<file path="config.mk">
export PLATFORM = sky130hd
export DESIGN_NAME = inst_fetch_unit
export DESIGN_NICKNAME = d
export VERILOG_FILES = /design/src/rtl/inst_fetch_unit.sv
export SDC_FILE = /design/constraint.sdc
export NUM_CORES = 1
export LEC_CHECK = 0
export BUFFER_PORTS_ARGS = -buffer_cell sky130_fd_sc_hd__buf_2
export CAP_MARGIN = 15
export CORE_ASPECT_RATIO = 1.25
export CORE_MARGIN = 2
export CORE_UTILIZATION = 60
export DETAILED_ROUTE_END_ITERATION = 7
export HOLD_SLACK_MARGIN = 0.02
export PLACE_DENSITY = 0.79
export SLEW_MARGIN = 20
export SYNTH_ARGS = -nofsm -noshare
export SYNTH_HDL_FRONTEND = slang
export SYNTH_SLANG_ARGS = --single-unit
</file>
<file path="constraint.sdc">
create_clock -name clk -period 4.3 [get_ports clk]
set_input_delay 0.215 -clock clk [delete_from_list [all_inputs] [get_ports clk]]
set_output_delay 0.215 -clock clk [all_outputs]
set_load 0.1 [all_outputs]
</file>
<file path="src/rtl/inst_fetch_unit.sv">
`default_nettype none
// ============================================================================
// Module      : inst_fetch_unit
// Description : Single-outstanding instruction fetcher with static JAL
//               prediction, redirect flush and a prefetch FIFO of {pc, inst}.
// Revision    : 1.0 - initial release
// ============================================================================
module inst_fetch_unit #(
    parameter int INST_WIDTH  = 32,
    parameter int ADDR_WIDTH  = 17,
    parameter int BUF_DEPTH   = 4,
    parameter int RESET_PC    = 0,
    parameter int JAL_PREDICT = 1
) (
    input  logic                  clk,
    input  logic                  rst,
    input  logic                  rdy,
    input  logic                  redirect_valid,
    input  logic [ADDR_WIDTH-1:0] redirect_pc,
    output logic                  icache_req_valid,
    output logic [ADDR_WIDTH-1:0] icache_req_addr,
    input  logic                  icache_resp_valid,
    input  logic [INST_WIDTH-1:0] icache_resp_data,
    output logic                  out_valid,
    input  logic                  out_ready,
    output logic [ADDR_WIDTH-1:0] out_pc,
    output logic [INST_WIDTH-1:0] out_inst
);

    localparam int                c_PTR_W   = (BUF_DEPTH > 1) ? $clog2(BUF_DEPTH) : 1;
    localparam logic [c_PTR_W:0]  c_DEPTH   = (c_PTR_W + 1)'(BUF_DEPTH);
    localparam logic [c_PTR_W:0]  c_CNT_ONE = (c_PTR_W + 1)'(1);
    localparam logic [c_PTR_W-1:0] c_PTR_ONE = c_PTR_W'(1);
    localparam logic [6:0]        c_OP_JAL  = 7'b1101111;

    typedef enum logic [1:0] {
        ST_IDLE     = 2'd0,
        ST_WAIT_MEM = 2'd1,
        ST_DRAIN    = 2'd2
    } state_t;

    state_t                r_state;
    logic [ADDR_WIDTH-1:0] r_fetch_pc;
    logic [c_PTR_W-1:0]    r_head;
    logic [c_PTR_W-1:0]    r_tail;
    logic [c_PTR_W:0]      r_count;
    logic                  r_req_valid;
    logic [ADDR_WIDTH-1:0] r_mem_pc   [BUF_DEPTH];
    logic [INST_WIDTH-1:0] r_mem_inst [BUF_DEPTH];

    logic                  w_push;
    logic                  w_pop;
    logic                  w_is_jal;
    logic [20:0]           w_jal_imm;
    logic [ADDR_WIDTH-1:0] w_jal_off;
    logic [ADDR_WIDTH-1:0] w_next_pc;

    // A redirect cancels any push or pop happening in the same cycle.
    assign w_push = rdy && !redirect_valid && (r_state == ST_WAIT_MEM) && icache_resp_valid;
    assign w_pop  = rdy && !redirect_valid && (r_count != '0) && out_ready;

    assign w_is_jal  = (JAL_PREDICT != 0) && (icache_resp_data[6:0] == c_OP_JAL);
    assign w_jal_imm = {icache_resp_data[31], icache_resp_data[19:12],
                        icache_resp_data[20], icache_resp_data[30:21], 1'b0};
    assign w_jal_off = ADDR_WIDTH'($signed(w_jal_imm));
    assign w_next_pc = w_is_jal ? (r_fetch_pc + w_jal_off)
                                : (r_fetch_pc + ADDR_WIDTH'(4));

    always_ff @(posedge clk) begin
        if (rst) begin
            r_state     <= ST_IDLE;
            r_fetch_pc  <= ADDR_WIDTH'(RESET_PC);
            r_head      <= '0;
            r_tail      <= '0;
            r_count     <= '0;
            r_req_valid <= 1'b0;
        end else if (rdy) begin
            if (redirect_valid) begin
                r_fetch_pc  <= redirect_pc;
                r_head      <= '0;
                r_tail      <= '0;
                r_count     <= '0;
                r_req_valid <= 1'b0;
                // An outstanding request must still be drained unless its
                // response lands in this very cycle.
                case (r_state)
                    ST_WAIT_MEM,
                    ST_DRAIN:    r_state <= icache_resp_valid ? ST_IDLE : ST_DRAIN;
                    default:     r_state <= ST_IDLE;
                endcase
            end else begin
                if (w_push) begin
                    r_tail <= r_tail + c_PTR_ONE;
                end
                if (w_pop) begin
                    r_head <= r_head + c_PTR_ONE;
                end
                case ({w_push, w_pop})
                    2'b10:   r_count <= r_count + c_CNT_ONE;
                    2'b01:   r_count <= r_count - c_CNT_ONE;
                    default: r_count <= r_count;
                endcase

                case (r_state)
                    ST_IDLE: begin
                        if (r_count < c_DEPTH) begin
                            r_state     <= ST_WAIT_MEM;
                            r_req_valid <= 1'b1;
                        end
                    end
                    ST_WAIT_MEM: begin
                        if (icache_resp_valid) begin
                            r_state     <= ST_IDLE;
                            r_req_valid <= 1'b0;
                            r_fetch_pc  <= w_next_pc;
                        end
                    end
                    ST_DRAIN: begin
                        if (icache_resp_valid) begin
                            r_state <= ST_IDLE;
                        end
                    end
                    default: begin
                        r_state     <= ST_IDLE;
                        r_req_valid <= 1'b0;
                    end
                endcase
            end
        end
    end

    // Storage needs no reset: entries are only observed while counted.
    always_ff @(posedge clk) begin
        if (w_push) begin
            r_mem_pc[r_tail]   <= r_fetch_pc;
            r_mem_inst[r_tail] <= icache_resp_data;
        end
    end

    assign icache_req_valid = r_req_valid;
    assign icache_req_addr  = r_fetch_pc;
    assign out_valid        = (r_count != '0);
    assign out_pc           = r_mem_pc[r_head];
    assign out_inst         = r_mem_inst[r_head];

endmodule
`default_nettype wire

</file>
==> flow_summary.toml <==
[worst_setup_path]
reg2reg_slack_ps = 1670
criticalPathCategory = "reg2out"
timing.critical_path.arrival_ps = 2540
worst_ep_required_time_ps = 4090
crit_path_end = "out_inst[29]"
timing.reg2reg.worst_path_depth = 8
timing.rr.start = "icache_req_addr[1]$_SDFFE_PP0P_"
worstPathMaxFanout = 31
crit_path_cell_chain = "buf_4, mux4_2, buf_2"
worst_r2r_endpoint = "icache_req_addr[13]$_SDFFE_PP0P_"
timing.critical_path.to_type = "primary output"
worst_path_largest_cell_delay_ps = 910
critPathSlowestCell = "sky130_fd_sc_hd__dfxtp_2"
critical_path.startpoint_type = "register"

[cells_and_area]
synthToLayoutAreaGrowth_pct = 19.0
fin_area_um2 = 11600
post_route_cells_drive_above_1_share_pct = 27.5
finalNetCount = 857
fillers = 1020
combined_area_of_the_multi_input_logic_cells_um2 = 3090
sequential_cell_area_um2 = 6470
antennaDiodeCount = 0

[timing]
final_min_period_over_clock_period_pct = 64.2
fin_worst_skew_ps = 11.7
setup_viol = 0
count_of_final_hold_check_violations = 0
fmax_mhz = 362
slew-limit-headroom_pct = 33.5
totalNegativeSetupSlack_ps = 0
finalMaxSlewViolations = 0
worst_pin_slew_ps = 998
layout_min_cycle_time_ps = 2760
unrepaired_setup_endpoints_after_global_routing = "no"

[logic_synthesis]
arithmetic_cell_share_of_the_synthesized_area_counting_full_adders_half_adders_and_majority_gates_pct = 3.37
yosysUniqueCellTypes = 56
ys_top_cells_by_area = "sky130_fd_sc_hd__edfxtp_1 60%, sky130_fd_sc_hd__mux4_2 11%, sky130_fd_sc_hd__dfxtp_1 6.0%"
asyncSetResetFlopFracSynth_pct = 0
synth_compound_gate_area_share_pct = 8.61
yosys.area_share.xor_xnor_pct = 1.26
number_of_warnings_reported_in_the_yosys_synthesis_log = 0
netlist.top_cell.by_area = "sky130_fd_sc_hd__edfxtp_1"
synth_simple_gate_area_share_pct = 6.82
syn_nets = 701
ys_seq_elements = 225
synth_sequential_area_ratio_pct = 66.4
post_synth_instance_area_um2 = 9740
netlist.area_leader.share_pct = 60.4
yosys.cell_count.top_type = "sky130_fd_sc_hd__edfxtp_1"
yosys_most_used_dff = "sky130_fd_sc_hd__edfxtp_1"
synth_top_family_by_area = "multiplexers"
muxShareOfSynthArea_pct = 11.7
synth_area_per_cell_um2 = 15.7
post_synth_inst_count = 621
synth_commonest_cells = "196 x sky130_fd_sc_hd__edfxtp_1, 49 x sky130_fd_sc_hd__mux4_2, 40 x sky130_fd_sc_hd__a21oi_1"
synth_edf_count = 196

[die]
initial_utilization_pct = 60.6
die_y_um = 146
floorplan.io_pins = 123
core_region_area_um2 = 16100
area_of_the_die_um2 = 17300
rows = 52
fp.dieW_um = 118

[clocking]
cts_root_buf = "sky130_fd_sc_hd__clkbuf_16"
ctsHoldBuffers = 35
clkSinkCount = 225
post_cts.resized_instances = 0
cts_tree = "done"
clock_tree_buf_depth = 3
clk_transition_reported_paths_ps = 70
htreeDepth = 1
clk-insertion-delay-late_ps = 490
cts_setup_buffers = 0
cts_made_buffers = 21

[grt]
grt_pass1_wl_um = 34500
grt_antenna_before_repair = 0
globalRouteTotalUtil_pct = 25.6
vias_in_the_first_global_route = 6348
global_route.overflow_total = 0
maximum_number_of_pins_on_one_net_before_global_route_repair = 50

[place]
gp_congestion = 0.925
buffer_ports.inserted = 122
dp_hpwl_um = 13900
placedInstanceArea_um2 = 10600

[worst_hold_path]
hold-path-cell-count = 3
hold_path.class = "in2reg"

[drt]
detailed_route_via_count = 6296
detail_route.wl_per_cell_um = 22.0
drcViolationCount = 0
route.detailed.vias_per_inst = 6.27
antenna_left = 0
route.final.wire_length_um = 22100
drt-initial-drc-count = 432
drt_first_pass_iters = 5

[power_and_ir_drop]
total_leakage_power_nw = 4.04
cellPowerDensity_nw_per_um2 = 396
irDropWorstVdd_mv = 0.259

[run]
max_cap_viol_count = 0

[run_status]
outcome = "finished, final reports clean"
[worst max-delay path: cells and delay by family, from the launching register on]
family	cells	cell delay (ps)
DFF	1	910
muxes	1	280
buffers and inverters	2	850
[per-layer routing]
metal / vias up / share of wire, % / global-route usage (%)
met5: - / 0 / 0
met4: 0 / 2.5 / 7.65
met3: 55 / 6.7 / 3.71
met2: 309 / 52 / 44.8
met1: 3120 / 39 / 33.4
li1: 2812 / - / -
[report_power, final]
group	leakage, nW	switching (mW)	total [mW]	internal (mW)
Sequential	2.04	0.0234	2.40	2.38
Clock	0.332	0.746	1.87	1.13
Combinational	1.67	0.210	0.311	0.101
Total	4.04	0.979	4.59	3.61
[flip-flops by register name (all words and copies together) (netlist names), named ones only]
name              flops
r_mem_inst          128
r_mem_pc             68
icache_req_addr      17
r_count               3
r_head                2
r_state               2
r_tail                2
icache_req_valid      1
[stage by stage]
step	utilization, %	power [mW]	std cells	hold WS [ps]	worst slack, ps
global placement	65.7	2.72	935	425	1750
detailed placement	65.7	2.73	935	439	1700
floorplan	-	2.64	621	314	1400
CTS	72.1	4.60	1004	68.6	1520
finish	72.1	4.59	1004	78.5	1540
global route	72.1	4.70	1004	82.5	1440
[how the worst min path moves through the flow]
stage	start	end	slack, ps
finish	redirect_pc[9]	icache_req_addr[9]$_SDFFE_PP0P_	80
global placement	icache_resp_data[31]	r_mem_inst[1][31]$_DFFE_PP_	430
CTS	redirect_pc[9]	icache_req_addr[9]$_SDFFE_PP0P_	70
floorplan	icache_resp_data[0]	r_mem_inst[0][0]$_DFFE_PP_	310
global route	redirect_pc[9]	icache_req_addr[9]$_SDFFE_PP0P_	80
detailed placement	icache_resp_data[7]	r_mem_inst[1][7]$_DFFE_PP_	440
[area by class of cell]
class	count	area share, %
Clock buffer	24	4.63
Multi-Input combinational cell	351	26.7
Sequential cell	225	55.8
Timing Repair Buffer	165	8.81
Inverter	13	0.421
Tap cell	216	2.33
Clock inverter	10	1.28
[kinds of logic (layout without fill, tap and decap cells)]
kind of cell | count (synthesis) | count (layout)
adder cells (fa/ha/maj) | 25 | 25
flip-flops | 225 | 225
AND/OR/NAND/NOR | 130 | 130
XOR/XNOR | 14 | 14
buffers and inverters | 45 | 212
AO/OA/AOI/OAI | 130 | 130
multiplexers | 52 | 52
[layout by cell type (no fill, tap or decap), drive strengths merged, types with 4 or more instances in the layout]
cell type / count
inv: 13
and3: 9
a311oi: 4
dlygate4sd3: 35
o31ai: 7
xor2: 6
a21o: 6
dfxtp: 29
and2: 4
a31oi: 8
nand4: 10
a221oi: 9
nand2: 31
nor2: 30
buf: 130
a21oi: 40
nand3: 13
clkbuf: 24
mux4: 49
bufinv: 4
o21ai: 27
clkinv: 5
a211oi: 9
edfxtp: 196
nor3: 11
a22oi: 7
xnor2: 8
ha: 23
Power figures use the tool's default switching activity.
